===== config.mk =====
export PLATFORM = sky130hd
export DESIGN_NAME = instr_sequencer
export DESIGN_NICKNAME = d
export VERILOG_FILES = /design/src/rtl/instr_sequencer.sv
export SDC_FILE = /design/constraint.sdc
export NUM_CORES = 1
export LEC_CHECK = 0
export ABC_CLOCK_PERIOD_IN_PS = 1700
export CAP_MARGIN = 40
export CORE_ASPECT_RATIO = 0.6
export CORE_UTILIZATION = 43
export DETAILED_ROUTE_END_ITERATION = 8
export GPL_TIMING_DRIVEN = 0
export HOLD_SLACK_MARGIN = 0.05
export PLACE_DENSITY = 0.76
export SLEW_MARGIN = 25
export SYNTH_ARGS = -nofsm -noshare
export SYNTH_HDL_FRONTEND = slang
export SYNTH_SLANG_ARGS = --single-unit

===== constraint.sdc =====
create_clock -name CLK -period 1.7 [get_ports CLK]
set_input_delay 0.34 -clock CLK [delete_from_list [all_inputs] [get_ports CLK]]
set_output_delay 0.34 -clock CLK [all_outputs]
set_load 0.01 [all_outputs]

===== src/rtl/instr_sequencer.sv =====
// Control-phase sequencer and instruction register for the 16-bit CPU.
// Optional single-step control is enabled by defining INSTR_SEQUENCER_STEP_EN.
module instr_sequencer #(
  parameter int FETCH_LAT = 1,
  parameter int CNT_W     = 16
) (
  input  logic             CLK,
  input  logic             RSTn,
  input  logic             RUN,
  input  logic [15:0]      instr_in,
  input  logic             E2,
`ifdef INSTR_SEQUENCER_STEP_EN
  input  logic             STEP,
  input  logic             STEP_MODE,
`endif
  output logic             FETCH,
  output logic             EXEC1,
  output logic             EXEC2,
  output logic [15:0]      instr,
  output logic             halted,
  output logic             running,
  output logic [CNT_W-1:0] cycle_count,
  output logic [CNT_W-1:0] instr_count
);

  typedef enum logic [2:0] {
    ST_IDLE,
    ST_FETCH,
    ST_EXEC1,
    ST_EXEC2,
    ST_HALT
  } state_t;

  localparam logic [15:0] NOP_INSTR  = 16'h7C00;
  localparam logic [2:0]  FETCH_LAST = 3'(FETCH_LAT - 1);

  state_t     state, state_next;
  logic [2:0] fetch_cnt, fetch_cnt_next;
  logic       instr_load;
  logic       retire;
  logic       halt_set;
  logic       is_stp;
  logic       start;
  logic       keep_going;

  assign is_stp = (instr[15] == 1'b0) && (instr[14:9] == 6'b111111);

`ifdef INSTR_SEQUENCER_STEP_EN
  logic step_q;

  always_ff @(posedge CLK) begin
    if (!RSTn) step_q <= 1'b0;
    else       step_q <= STEP;
  end

  // In step mode RUN cannot restart the machine; only a fresh STEP edge can.
  assign start      = STEP_MODE ? (STEP && !step_q) : RUN;
  assign keep_going = STEP_MODE ? 1'b0 : RUN;
`else
  assign start      = RUN;
  assign keep_going = RUN;
`endif

  // NOTE: every variable gets a default at the top of always_comb so no
  // path leaves it unassigned, which would otherwise infer a latch.
  always_comb begin
    state_next     = state;
    fetch_cnt_next = 3'd0;
    instr_load     = 1'b0;
    retire         = 1'b0;
    halt_set       = 1'b0;
    unique case (state)
      ST_IDLE: begin
        if (start) state_next = ST_FETCH;
      end
      ST_FETCH: begin
        if (fetch_cnt == FETCH_LAST) begin
          instr_load = 1'b1;
          state_next = ST_EXEC1;
        end else begin
          fetch_cnt_next = fetch_cnt + 3'd1;
        end
      end
      ST_EXEC1: begin
        if (is_stp) begin
          retire     = 1'b1;
          halt_set   = 1'b1;
          state_next = ST_HALT;
        end else if (E2) begin
          state_next = ST_EXEC2;
        end else begin
          retire     = 1'b1;
          state_next = keep_going ? ST_FETCH : ST_IDLE;
        end
      end
      ST_EXEC2: begin
        retire     = 1'b1;
        state_next = keep_going ? ST_FETCH : ST_IDLE;
      end
      ST_HALT: state_next = ST_HALT;
      default: state_next = ST_IDLE;
    endcase
  end

  // NOTE: sequential state uses non-blocking assignments so every register
  // samples pre-edge values regardless of statement order.
  always_ff @(posedge CLK) begin
    if (!RSTn) begin
      state       <= ST_IDLE;
      fetch_cnt   <= 3'd0;
      instr       <= NOP_INSTR;
      FETCH       <= 1'b0;
      EXEC1       <= 1'b0;
      EXEC2       <= 1'b0;
      halted      <= 1'b0;
      running     <= 1'b0;
      cycle_count <= '0;
      instr_count <= '0;
    end else begin
      state     <= state_next;
      fetch_cnt <= fetch_cnt_next;
      if (instr_load) instr <= instr_in;
      FETCH   <= (state_next == ST_FETCH);
      EXEC1   <= (state_next == ST_EXEC1);
      EXEC2   <= (state_next == ST_EXEC2);
      running <= (state_next != ST_IDLE) && (state_next != ST_HALT);
      if (halt_set) halted <= 1'b1;
      if ((state == ST_FETCH || state == ST_EXEC1 || state == ST_EXEC2) &&
          cycle_count != '1)
        cycle_count <= cycle_count + 1'b1;
      if (retire && instr_count != '1)
        instr_count <= instr_count + 1'b1;
    end
  end

endmodule


==> results.cfg <==
[worst_setup_path]
crit_path_end_kind = flop
cp_slowest_cell = or4_1
path_cells = and4b_2 -> a21oi_4 -> or3_1 -> buf_6 -> or4_1 -> a21oi_1
max_stage_delay_ns = 0.39
worstPathArrival_ns = 2.12
cp_num_buf_inv = 1
worstPathRequired_ns = 1.96
crit_family = simple AND/OR/NAND/NOR gates
path_max_fanout = 9
worstSetupPathType = flop to flop
start_kind = flop

[drt]
vias_per_cell = 5.46
via_count = 2769
first_iter_violations = 153
antenna_left = 0
wirelength_um = 8290
wire_per_inst_um = 16.4
drt_first_pass_iters = 4
drc = 0

[hold_path]
hold_class = flop to flop

[place]
post-dp-hpwl_um = 4840
place_worst_setup_slack_ns = -0.540
dp.cells = 459
numPortBuffers = 72
place_congestion = 0.820

[yosys]
async_flop_share_pct = 0
synth_area_per_cell_um2 = 8.41
synth_most_common_cell = dfxtp_1
synth_top_area_share_pct = 45.8
ys_top_cells_by_count = dfxtp_1, nand2_1, nor2_1, a21oi_1, nand3_1
synth_seq_cells = 59
synthFlopType = dfxtp_1
syn_area_um2 = 2580
synth_edf_count = 0
syn-num-nets = 331
seq_area_frac_synth_pct = 45.8
syn_inst = 307
yosysTopAreaCell = dfxtp_1
yosys_warnings = 0
synth_area_leaders = dfxtp_1, nand2_1, a21oi_1
ys_types = 39

[power]
power_density_nw_per_um2 = 768
ir_worst_vdd_uv = 407
leakage_uw = 0.00158

[layout]
n_antenna_cell = 0
drive_gt1_share_pct = 28.8
stdcell_count = 507
fin_nets = 448
area_delta_synth_final_pct = 62.0
nFillCells = 381

[run]
cap_viol_max_count = 0

[cts]
htreeDepth = 3
cts_num_sinks = 59
cts_buffer_depth = 2
cts_tree = done
cts_root_buf = clkbuf_8
worstSkewPairLatency_ns = 0.34
cts-buffers-inserted = 9
clk_pin_slew_worst_paths_ns = 0.06

[die]
die-area_um2 = 6330
die_w_um = 102
start_util_pct = 45.5
io_pins = 73
dieHeight_um = 62.0
row_count = 21
core-area_um2 = 5680

[global_routing]
grt_pass1_vias = 2230
grt_first_pass_wirelength_um = 11000
grt_usage_pct = 23.9
antenna_found_initial = 0
overflow = 0
grt_max_degree = 11

[sta]
final_max_slew_viol_count = 0
fin_ws_ns = -0.166
max_freq_mhz = 536
fin_crit_ns = 1.87
finalSetupViolCount = 15
skew_ns = 0.00703
relSlewSlack_pct = 62.3
finalHoldViolCount = 0
rsz0062_at_grt = true
tightest_slew_ns = 0.566
fin_crit_sh_pct = 110

[status]
outcome = finished, violations left
violations = negative setup slack
## stage by stage
step	power (uW)	setup TNS, ns	hold WS [ns]	utilization (%)	instance area [um2]
after floorplan	1690	-0.487	0.417	-	2610
after global placement	1870	-7.79	0.436	60.4	3430
after detailed placement	1880	-8.89	0.450	60.4	3430
after CTS	3200	-0.786	0.458	68.2	3870
after global routing	3340	-2.32	0.484	73.7	4180
final	3210	-1.17	0.453	73.7	4180
## layer usage
layer / vias up / GRT usage, % / share of wire (%)
li1: 1322 / - / -
met1: 1327 / 32.5 / 45
met2: 106 / 34.9 / 47
met3: 14 / 9.51 / 7.5
met4: 0 / 8.16 / 1.0
met5: - / 0 / 0
## report_power, final
group / internal, uW / total (uW) / switching, uW
Clock: 778 / 1300 / 523
Sequential: 1410 / 1460 / 46.8
Combinational: 233 / 451 / 218
## layout make-up
class                           count  area (um2)  share of cell area [%]
Multi-Input combinational cell    229        1530                    36.5
Sequential cell                    59        1270                    30.4
Timing Repair Buffer              107        1000                    24.0
Clock buffer                       12         165                    3.95
Tap cell                           80         100                    2.39
Buffer                              9        47.5                    1.14
Clock inverter                      2        35.0                   0.838
Inverter                            9        33.8                   0.808
## placed cells by master, fill, tap and decap left out, drive strengths merged, types with 4 or more instances in the layout
cell type	count
xor2	4
clkdlybuf4s50	66
o21ai	6
ha	4
nor2	27
nand2	51
a21oi	25
dlymetal6s2s	5
nor3	6
mux2i	4
nand4	9
inv	9
xnor2	13
nor4	10
nand3	21
dfxtp	59
o31ai	4
buf	37
or4	7
clkbuf	20
nor3b	4
nand2b	6
## worst register-to-register path: cells and delay by family, from the launching register on
kind	cells	cell delay (ns)
AO/OA/AOI/OAI	2	0.25
AND/OR/NAND/NOR	3	1.08
buffers and inverters	1	0.15
flip-flops	1	0.32
## worst paths after layout
kind	startpoint	endpoint	slack, ns	depth (start not counted)
setup / recovery	instr[15]	instr_count[9]	-0.17	6
hold / removal	fetch_cnt[0]	fetch_cnt[0]	0.45	1
hold reg to reg	fetch_cnt[0]	fetch_cnt[0]	0.45	1
setup reg to reg	instr[15]	instr_count[9]	-0.17	6
## kinds of logic after synthesis
family | share of synthesized area (%)
buffers and inverters | 2.86
AOI/OAI and AO/OA | 10.5
DFF | 45.8
adders and majority gates | 1.94
and+or+nand+nor | 31.7
xor gates and xnor gates | 5.77
muxes | 1.55
## registers in the layout, summed over array words and instances (netlist names)
register / flops
EXEC1: 1
EXEC2: 1
FETCH: 1
cycle_count: 16
fetch_cnt: 3
halted: 1
instr: 16
instr_count: 16
running: 1
state: 3
## repair_timing
action,4_1_cts,5_1_grt
setup buffers,16,20
hold buffers,0,0
endpoints found under the setup margin,41,56
resized for setup,38,54
cloned,0,0
pin swaps,11,14
Note: power is estimated with default switching activity, not from simulation.
